===== src/rtl/caeco_sample_ingest.sv =====
// CAECO ECG accelerator ingest front end: bus decode, sample FIFO with registered head, valid/ready stream out.
// Optional CAECO_INGEST_IRQ_EN adds a registered interrupt (done | ovf) mirrored in STATUS[3].
module caeco_sample_ingest #(
  parameter int unsigned DEPTH  = 16,
  parameter int unsigned DATA_W = 32,
  parameter int unsigned CNT_W  = 16
) (
  input  logic              clk,
  input  logic              reset,
  input  logic              bus_sel,
  input  logic              bus_we,
  input  logic [1:0]        bus_addr,
  input  logic [DATA_W-1:0] bus_wdata,
  output logic [DATA_W-1:0] bus_rdata,
  output logic              bus_ready,
  output logic [DATA_W-1:0] out_data,
  output logic              out_valid,
  output logic              out_last,
  input  logic              out_ready,
  output logic              irq
);

  localparam int unsigned AW = $clog2(DEPTH);
  localparam int unsigned LW = AW + 1;

  localparam logic [7:0] CMD_CLEAR  = 8'h00;
  localparam logic [7:0] CMD_ENABLE = 8'h10;
  localparam logic [7:0] CMD_START  = 8'h11;
  localparam logic [7:0] CMD_LAST   = 8'h18;

  localparam logic [1:0] A_DATA   = 2'd0;
  localparam logic [1:0] A_CMD    = 2'd1;
  localparam logic [1:0] A_STATUS = 2'd2;
  localparam logic [1:0] A_COUNT  = 2'd3;

  typedef enum logic [1:0] {
    ST_IDLE   = 2'd0,
    ST_ARMED  = 2'd1,
    ST_STREAM = 2'd2,
    ST_DRAIN  = 2'd3
  } state_t;

  state_t              r_state;
  logic [DATA_W-1:0]   r_mem [DEPTH];
  logic [AW-1:0]       r_wr_ptr;
  logic [AW-1:0]       r_rd_ptr;
  logic [LW-1:0]       r_level;
  logic [CNT_W-1:0]    r_count;
  logic                r_done;
  logic                r_ovf;
  logic                r_err;
  logic                r_ready;
  logic [DATA_W-1:0]   r_rdata;
  logic [DATA_W-1:0]   r_out_data;
  logic                r_out_valid;
  logic                r_out_last;

  logic                w_take;
  logic                w_rd;
  logic                w_cmd_wr;
  logic                w_data_wr;
  logic                w_clear;
  logic                w_full;
  logic                w_pop;
  logic                w_push;
  logic                w_irq;
  state_t              w_state_n;
  logic [LW-1:0]       w_level_n;
  logic [AW-1:0]       w_rd_ptr_n;
  logic [AW-1:0]       w_wr_ptr_n;
  logic [CNT_W-1:0]    w_count_n;
  logic                w_done_n;
  logic                w_ovf_n;
  logic                w_err_n;
  logic                w_out_valid_n;
  logic                w_out_last_n;
  logic [DATA_W-1:0]   w_out_data_n;
  logic [DATA_W-1:0]   w_status;
  logic [DATA_W-1:0]   w_rdata_n;

  // A request is taken only while no acknowledge is outstanding, so a held sel never double-fires.
  assign w_take    = bus_sel & ~r_ready;
  assign w_rd      = w_take & ~bus_we;
  assign w_cmd_wr  = w_take & bus_we & (bus_addr == A_CMD);
  assign w_data_wr = w_take & bus_we & (bus_addr == A_DATA);
  assign w_clear   = w_cmd_wr & (bus_wdata == DATA_W'(CMD_CLEAR));

  assign w_full = (r_level == LW'(DEPTH));
  assign w_pop  = r_out_valid & out_ready;
  // A full FIFO still accepts when the head leaves in the same cycle.
  assign w_push = w_data_wr & (r_state == ST_STREAM) & (~w_full | w_pop);

  always_comb begin
    w_state_n  = r_state;
    w_level_n  = r_level + LW'(w_push) - LW'(w_pop);
    w_rd_ptr_n = r_rd_ptr + AW'(w_pop);
    w_wr_ptr_n = r_wr_ptr + AW'(w_push);
    w_count_n  = r_count;
    w_done_n   = r_done;
    w_ovf_n    = r_ovf;
    w_err_n    = r_err;

    if (w_push && (r_count != '1))
      w_count_n = r_count + CNT_W'(1);
    if (w_data_wr && (r_state == ST_STREAM) && w_full && !w_pop)
      w_ovf_n = 1'b1;
    if (w_data_wr && (r_state != ST_STREAM))
      w_err_n = 1'b1;

    unique case (r_state)
      ST_IDLE:   if (w_cmd_wr && (bus_wdata == DATA_W'(CMD_ENABLE))) w_state_n = ST_ARMED;
      ST_ARMED:  if (w_cmd_wr && (bus_wdata == DATA_W'(CMD_START)))  w_state_n = ST_STREAM;
      ST_STREAM: if (w_cmd_wr && (bus_wdata == DATA_W'(CMD_LAST)))   w_state_n = ST_DRAIN;
      ST_DRAIN: begin
        if (w_level_n == '0) begin
          w_state_n = ST_IDLE;
          w_done_n  = 1'b1;
        end
      end
      default:   w_state_n = ST_IDLE;
    endcase

    if (w_clear) begin
      w_state_n  = ST_IDLE;
      w_level_n  = '0;
      w_rd_ptr_n = '0;
      w_wr_ptr_n = '0;
      w_count_n  = '0;
      w_done_n   = 1'b0;
      w_ovf_n    = 1'b0;
      w_err_n    = 1'b0;
    end
  end

  // The head register is loaded with whatever entry will sit at the read pointer next cycle,
  // bypassing the array when that entry is being written right now.
  always_comb begin
    w_out_valid_n = (w_level_n != '0);
    w_out_last_n  = (w_state_n == ST_DRAIN) && (w_level_n == LW'(1));
    w_out_data_n  = r_out_data;
    if (w_out_valid_n) begin
      if (w_push && (r_wr_ptr == w_rd_ptr_n))
        w_out_data_n = bus_wdata;
      else
        w_out_data_n = r_mem[w_rd_ptr_n];
    end
  end

  always_comb begin
    w_status       = '0;
    w_status[0]    = r_done;
    w_status[1]    = r_ovf;
    w_status[2]    = r_err;
    w_status[3]    = w_irq;
    w_status[5:4]  = r_state;
    w_status[12:8] = 5'(r_level);
  end

  always_comb begin
    w_rdata_n = '0;
    if (w_rd) begin
      unique case (bus_addr)
        A_STATUS: w_rdata_n = w_status;
        A_COUNT:  w_rdata_n = DATA_W'(r_count);
        default:  w_rdata_n = '0;
      endcase
    end
  end

  always_ff @(posedge clk) begin
    if (w_push)
      r_mem[r_wr_ptr] <= bus_wdata;
  end

  always_ff @(posedge clk) begin
    if (reset) begin
      r_state     <= ST_IDLE;
      r_wr_ptr    <= '0;
      r_rd_ptr    <= '0;
      r_level     <= '0;
      r_count     <= '0;
      r_done      <= 1'b0;
      r_ovf       <= 1'b0;
      r_err       <= 1'b0;
      r_ready     <= 1'b0;
      r_rdata     <= '0;
      r_out_data  <= '0;
      r_out_valid <= 1'b0;
      r_out_last  <= 1'b0;
    end else begin
      r_state     <= w_state_n;
      r_wr_ptr    <= w_wr_ptr_n;
      r_rd_ptr    <= w_rd_ptr_n;
      r_level     <= w_level_n;
      r_count     <= w_count_n;
      r_done      <= w_done_n;
      r_ovf       <= w_ovf_n;
      r_err       <= w_err_n;
      r_ready     <= w_take;
      r_rdata     <= w_rdata_n;
      r_out_data  <= w_out_data_n;
      r_out_valid <= w_out_valid_n;
      r_out_last  <= w_out_last_n;
    end
  end

`ifdef CAECO_INGEST_IRQ_EN
  logic r_irq;

  always_ff @(posedge clk) begin
    if (reset)
      r_irq <= 1'b0;
    else
      r_irq <= w_done_n | w_ovf_n;
  end

  assign w_irq = r_irq;
`else
  assign w_irq = 1'b0;
`endif

  assign bus_rdata = r_rdata;
  assign bus_ready = r_ready;
  assign out_data  = r_out_data;
  assign out_valid = r_out_valid;
  assign out_last  = r_out_last;
  assign irq       = w_irq;

endmodule


===== config.mk =====
export PLATFORM = sky130hd
export DESIGN_NAME = caeco_sample_ingest
export DESIGN_NICKNAME = d
export VERILOG_FILES = /design/src/rtl/caeco_sample_ingest.sv
export SDC_FILE = /design/constraint.sdc
export NUM_CORES = 1
export LEC_CHECK = 0
export BUFFER_PORTS_ARGS = -buffer_cell sky130_fd_sc_hd__buf_2
export CELL_PAD_IN_SITES_DETAIL_PLACEMENT = 2
export CELL_PAD_IN_SITES_GLOBAL_PLACEMENT = 2
export CORE_MARGIN = 3
export CORE_UTILIZATION = 47
export DETAILED_ROUTE_END_ITERATION = 10
export PLACE_DENSITY = 0.83
export SYNTH_ARGS = -nofsm -noshare
export SYNTH_HDL_FRONTEND = slang
export SYNTH_SLANG_ARGS = --single-unit

===== constraint.sdc =====
create_clock -name clk -period 12.9 [get_ports clk]
set_input_delay 1.29 -clock clk [delete_from_list [all_inputs] [get_ports clk]]
set_output_delay 1.29 -clock clk [all_outputs]
set_load 0.03 [all_outputs]

==> metrics.yaml, run 1 <==
logic_synthesis:
  synth_adder_area_share_pct: 0.602
  synth_xor_area_share_pct: 0.904
  netlist_area_um2: 24100
  synth_area_leaders: "edfxtp_1 (64%), mux4_2 (8.9%), dfxtp_1 (7.1%)"
  synth_seq_area_share_pct: 70.9
  synthArstFlopShare_pct: 0
  synth-compound-area-share_pct: 7.63
  syn-mean-instance-area_um2: 16.2
  yosysTopAreaCell: "edfxtp_1"
  yosysUniqueCellTypes: 59
  yosys-top-cells-count: "edfxtp_1 (512), nor2_1 (114), a21oi_1 (106)"
  synth_top_area_share_pct: 63.8
  yosysMostFrequentCell: "edfxtp_1"
  synth-seq-cells: 597
  yosys.area_share.simple_pct: 6.27
  ys_warn_count: 0
  synth_edf_count: 512
  synth_top_family_by_area: "multiplexers"
  synth_flop_cell: "edfxtp_1"
  synthMuxAreaShare_pct: 10.8
  syn_inst: 1488
route:
  dr.pass1.iters: 5
  drt_wl_total_um: 81500
  remaining_drc_errors: 0
  drt_first_iter_violations: 1622
  wl_per_cell_um: 35.3
  viasPerCell: 6.38
  postRouteAntennaNets: 0
  num_vias: 14800
hold_path:
  min_from: "r_done$_SDFFE_PP0P_"
  hold_path_class: "reg2reg"
  holdPathStages: 2
  hold_path_end: "r_done$_SDFFE_PP0P_"
sta:
  fmax_mhz: 178
  final_hold_viol_count: 0
  fin_ws_ps: 7270
  period_minus_slack_ps: 5630
  finalSetupViolCount: 0
  finalSetupTns_ps: 0
  skew_ps: 29.6
  fin_crit_sh_pct: 43.7
  max_slew_margin_pct: 10.8
  worstMarginPinSlew_ps: 1330
  rsz0062_at_grt: "no"
  drv_slew: 0
run:
  maxCapViolations: 0
floorplanning:
  fp-row-count: 82
  die_w_um: 232
  core_area_um2: 50400
  fp.dieH_um: 232
  dieArea_um2: 54000
  start_util_pct: 47.8
  pin_count: 107
global_routing:
  grt_pass1_wl_um: 120000
  grt-ovfl-total: 0
  first_global_vias: 16200
  grt_max_degree: 69
  antenna_found_initial: 1
  grtUsageTotal_pct: 30.8
placement:
  port_buffers: 89
  hpwl_um: 42200
  place_congestion: 0.749
  place_ws_ps: 6940
finish:
  nFillCells: 4334
  layout.area.seq_um2: 17100
  fin_nets: 1635
  syn_to_final_growth_pct: 14.0
  drive_gt1_share_pct: 22.6
  multiInputGateArea_um2: 6550
setup_path:
  arrival_ps: 6060
  cpPeakStageDelay_ps: 640
  crit_required_ps: 13320
  r2r_cells: 16
  critPathKind: "in2reg"
  cp-end-kind: "register"
  cp_max_fo: 33
  regToRegSetupSlack_ps: 7710
  crit_chain: "buf_2 -> nand4bb_1 -> nor3_1 -> nand2_1 -> o21ai_0 -> ha_1 -> inv_1 -> fa_1 -> nand2b_1 -> a21oi_1 -> o21ai_0 -> nand4b_1 -> o21a_1 -> buf_4 -> and4_2 -> buf_4 -> a221oi_1"
  crit_buf_inv: 4
  critPathTopFamily: "simple AND/OR/NAND/NOR gates"
  cp-start-kind: "primary input"
  crit_slowest_cell: "buf_4"
  r2r_end: "out_data[31]$_SDFFE_PP0P_"
  reg2reg_from: "bus_ready$_SDFF_PP0_"
cts:
  clk_latency_ps: 610
  post_cts_buffers: 0
  cts.htree.levels: 3
  clk_pin_slew_ps: 60
  clk_path_buf_depth: 3
  holdBufCountCts: 0
  root_buffer: "clkbuf_16"
  cts_made_buffers: 66
  cts_tree: "built"
  cts.sinks: 597
  ctsResizeCount: 0
pwr:
  peakVddDrop_uv: 125
  power.density_nw_per_um2: 192
  p_leak_nw: 9.20
outcome:
  status: "completed"
worst min-delay path, cell delays in order (launching register included):
cell and delay (ps):
dfxtp_1 310, inv_1 60, a21oi_1 60
area by class of cell:
type / instances / share of cell area, %
Tap cell: 672 / 3.06
Antenna cell: 1 / 0.00911
Multi-Input combinational cell: 756 / 23.9
Timing Repair Buffer: 121 / 2.50
Clock inverter: 20 / 0.711
Clock buffer: 101 / 7.06
Inverter: 43 / 0.588
Sequential cell: 597 / 62.2
how the worst max path moves through the flow:
stage                            from                         to  slack (ps)  cells after the start
final                     bus_addr[1]  out_data[31]$_SDFFE_PP0P_        7270                     17
after global routing      bus_addr[1]  out_data[31]$_SDFFE_PP0P_        7050                     17
after CTS                 bus_addr[1]  out_data[31]$_SDFFE_PP0P_        7360                     17
after detailed placement  bus_addr[1]  out_data[31]$_SDFFE_PP0P_        6940                     17
after global placement    bus_addr[1]  out_data[31]$_SDFFE_PP0P_        7300                     17
after floorplan           bus_addr[1]      r_mem[0][0]$_DFFE_PP_        7890                      5
kinds of logic (layout without fill, tap and decap cells):
logic type / count (synthesis) / after routing
xor+xnor: 24 / 24
simple gates: 308 / 308
other cells: 1 / 18
compound gates: 256 / 256
mux: 140 / 140
fa+ha+maj: 11 / 11
flops: 597 / 597
buf+inv: 151 / 285
state kept, by name, summed over array words and instances (netlist names):
signal	flops
r_rd_ptr	4
r_ovf	1
r_count	16
out_last	1
bus_ready	1
out_data	32
r_state	2
r_mem	512
r_wr_ptr	4
bus_rdata	16
r_err	1
out_valid	1
r_level	5
r_done	1
layout by cell type, fill, tap and decap left out, drive strengths merged, types with 31 or more instances in the layout:
cell	instances
buf	121
dfxtp	85
nand2	74
o21ai	41
a221oi	32
o21bai	32
mux2i	44
a21oi	106
a2bb2oi	31
mux4	95
inv	44
edfxtp	512
clkbuf	101
or3	35
nor2	114
power breakdown:
part | total [mW] | switching, mW | internal (mW) | leakage (nW)
sequential | 2.20 | 0.0572 | 2.14 | 5.30
clock | 1.94 | 0.816 | 1.12 | 1.04
combinational | 1.13 | 0.705 | 0.421 | 2.86
per-stage QoR:
stage | cell area (µm²) | util (%) | instances | total power, mW | hold WS [ps]
after CTS | 27500 | 54.5 | 2310 | 5.30 | 484
final | 27500 | 54.5 | 2311 | 5.26 | 480
after detailed placement | 25300 | 50.3 | 2189 | 3.32 | 467
after global routing | 27500 | 54.5 | 2311 | 5.44 | 499
after global placement | 25300 | 50.3 | 2189 | 3.23 | 438
after floorplan | 24200 | - | 1504 | 2.99 | 425
metal layers:
| layer | global-route usage [%] | vias to the layer above | share of wire, % |
|---|---|---|---|
| li1 | - | 5930 | - |
| met1 | 39.3 | 7814 | 38 |
| met2 | 51.4 | 803 | 50 |
| met3 | 5.96 | 208 | 7.4 |
| met4 | 13.4 | 0 | 4.0 |
| met5 | 0 | - | 0 |
Note: power is estimated with default switching activity, not from simulation.
==> run 2: changes to the inputs <==
CORE_UTILIZATION = 46   (was 47)
PLACE_DENSITY = 0.81   (was 0.83)
clock period = 5.7 ns   (was 12.9 ns; I/O delays follow)
==> run 2 against run 1 <==
  * Clock-buffer cell count down 26
  * Design area about the same
  * Critical path depth down 2
  * Critical path type is now reg2reg
==> metrics.yaml, run 2 (synthesis gave the netlist of run 1 again) <==
route:
  num_vias: 14500  # -1.7%
  drt_first_iter_violations: 1578  # -2.7%
  postRouteAntennaNets: 0  # unchanged
  dr.pass1.iters: 5  # unchanged
  viasPerCell: 6.26  # -2.0%
  wl_per_cell_um: 33.8  # -4.0%
  remaining_drc_errors: 0  # unchanged
  drt_wl_total_um: 78400  # -3.8%
setup_path:
  endpoint: "out_data[31]$_SDFFE_PP0P_"
  regToRegSetupSlack_ps: 980  # -6730 ps
  critPathKind: "reg2reg"
  reg2reg_from: "bus_ready$_SDFF_PP0_"
  crit_required_ps: 6170  # -7150 ps
  r2r_cells: 15  # -1
  arrival_ps: 5190  # -870 ps
  startpoint: "bus_ready$_SDFF_PP0_"
  cp-start-kind: "register"
  cp-end-kind: "register"
  cp_max_fo: 17  # -48%
  r2r_end: "out_data[31]$_SDFFE_PP0P_"
hold_path:
  hold_path_class: "in2reg"
finish:
  largest_reg_flops: 512  # unchanged
  regMostFlops: "r_mem"
  syn_to_final_growth_pct: 14.1  # about the same
  final_area_um2: 27500  # about the same
  fin_nets: 1634  # -0.061%
  final_common_cell: "edfxtp_1"
  utilization_pct: 53.2  # -1.3 points
  final_cell_mix: "edfxtp_1 (512), a21oi_1 (106), nor2_1 (102)"
  nFillCells: 4507  # +4.0%
  drive_gt1_share_pct: 23.6  # +0.99 points
pwr:
  seqPwrFrac_pct: 42.3  # +0.5 points
  power.density_nw_per_um2: 428  # +120%
  internal_power_mw: 8.25  # +120%
  p_switching_mw: 3.51  # +120%
  peakVddDrop_uv: 296  # +140%
  p_clk_share_pct: 36.2  # -0.6 points
  comb_power_share_pct: 21.5  # about the same
  swShare_pct: 29.9  # -0.13 points
  p_leak_nw: 9.21  # +0.15%
cts:
  clk_path_buf_depth: 3  # unchanged
  ctsResizeCount: 0  # unchanged
  clk_pin_slew_ps: 60  # about the same
  cts.sinks: 597  # unchanged
  holdBufCountCts: 0  # unchanged
  post_cts_buffers: 0  # unchanged
  cts_tree: "built"
  cts.htree.levels: 2  # -1
  clk_latency_ps: 640  # +30 ps
  root_buffer: "clkbuf_16"
  cts_made_buffers: 61  # -7.6%
floorplanning:
  pin_count: 107  # unchanged
  fp.dieH_um: 235  # +1.1%
  dieArea_um2: 55200  # +2.1%
  fp-row-count: 83  # +1.2%
  start_util_pct: 46.7  # -1.1 points
  core_area_um2: 51600  # +2.5%
  die_w_um: 235  # +1.1%
placement:
  dpl-instance-area_um2: 25400  # +0.26%
  hpwl_um: 43000  # +1.7%
  place_congestion: 0.740  # -1.2%
  port_buffers: 89  # unchanged
run:
  maxCapViolations: 0  # unchanged
sta:
  skew_ps: 26.4  # -3.24 ps
  worstMarginPinSlew_ps: 1190  # -146 ps
  period_minus_slack_ps: 4720
  max_slew_margin_pct: 20.8  # +10 points
  fin_crit_sh_pct: 82.8
  final_hold_viol_count: 0  # unchanged
  finalSetupViolCount: 0  # unchanged
  fmax_mhz: 212
  drv_slew: 0  # unchanged
  finalSetupTns_ps: 0  # unchanged
  rsz0062_at_grt: "no"
global_routing:
  first_global_vias: 16000  # -1.0%
  antenna_found_initial: 1  # unchanged
  grt_max_degree: 107  # +55%
  grt-ovfl-total: 0  # unchanged
  grtUsageTotal_pct: 28.4  # -2.4 points
  grt_pass1_wl_um: 115000  # -3.7%
outcome:
  status: "completed"
==> run 2: cell type report <==
class                      count  area [µm²]  area share, %
antenna                        1        2.50        0.00911
clock buffer                  75        1670           6.08
clock inverter                41         413           1.50
inverter                      43         161          0.587
multi-input combinational    756        6570           23.9
sequential                   597       17100           62.1
tap                          680         851           3.10
timing repair buffer         125         741           2.70
==> run 2: layer usage <==
metal  vias to the layer above  global-route usage [%]  wire length (µm)
met5                         -                       0                 0
met4                         0                    11.7              3190
met3                       194                    5.16              5130
met2                       687                    47.3             39300
met1                      7697                    37.0             30700
li1                       5922                       -                 -
==> run 2: power groups by stage <==
stage | combinational [mW] | sequential, mW | clock [mW]
after floorplan | 1.57 | 5.20 | 0
after global placement | 2.27 | 5.06 | 0
after detailed placement | 2.46 | 5.07 | 0
after CTS | 2.54 | 4.98 | 4.31
after global routing | 2.71 | 4.99 | 4.47
final | 2.53 | 4.98 | 4.26
==> run 2: worst min path at each step <==
stage                        start                    to  slack [ps]  cells after the start
2_1_floorplan  r_done$_SDFFE_PP0P_   r_done$_SDFFE_PP0P_         420                      2
3_3_place_gp   r_done$_SDFFE_PP0P_   r_done$_SDFFE_PP0P_         440                      2
3_5_place_dp   r_done$_SDFFE_PP0P_   r_done$_SDFFE_PP0P_         460                      2
4_1_cts                    bus_sel  bus_ready$_SDFF_PP0_         230                      2
5_1_grt                    bus_sel  bus_ready$_SDFF_PP0_         260                      2
6_report                   bus_sel  bus_ready$_SDFF_PP0_         270                      2
==> run 2: per-stage QoR <==
step / instances / hold WS (ps) / power [mW] / worst slack, ps
CTS: 2317 / 229 / 11.8 / 1000
global placement: 2201 / 438 / 7.33 / 1120
global route: 2318 / 259 / 12.2 / 626
floorplan: 1504 / 425 / 6.76 / 1410
finish: 2318 / 270 / 11.8 / 982
detailed placement: 2201 / 461 / 7.52 / 682
==> run 2: worst max-delay path, cell delays in order, from the launching register on <==
cell,delay [ps]
dfxtp_1,320
nand4bb_1,330
nor3_1,370
nand2_1,200
o21ai_0,220
ha_1,210
inv_1,60
fa_1,430
nand2b_1,190
a21oi_1,250
o21ai_0,140
nand4b_1,230
o21a_1,170
and4_2,780
buf_4,490
a221oi_1,170
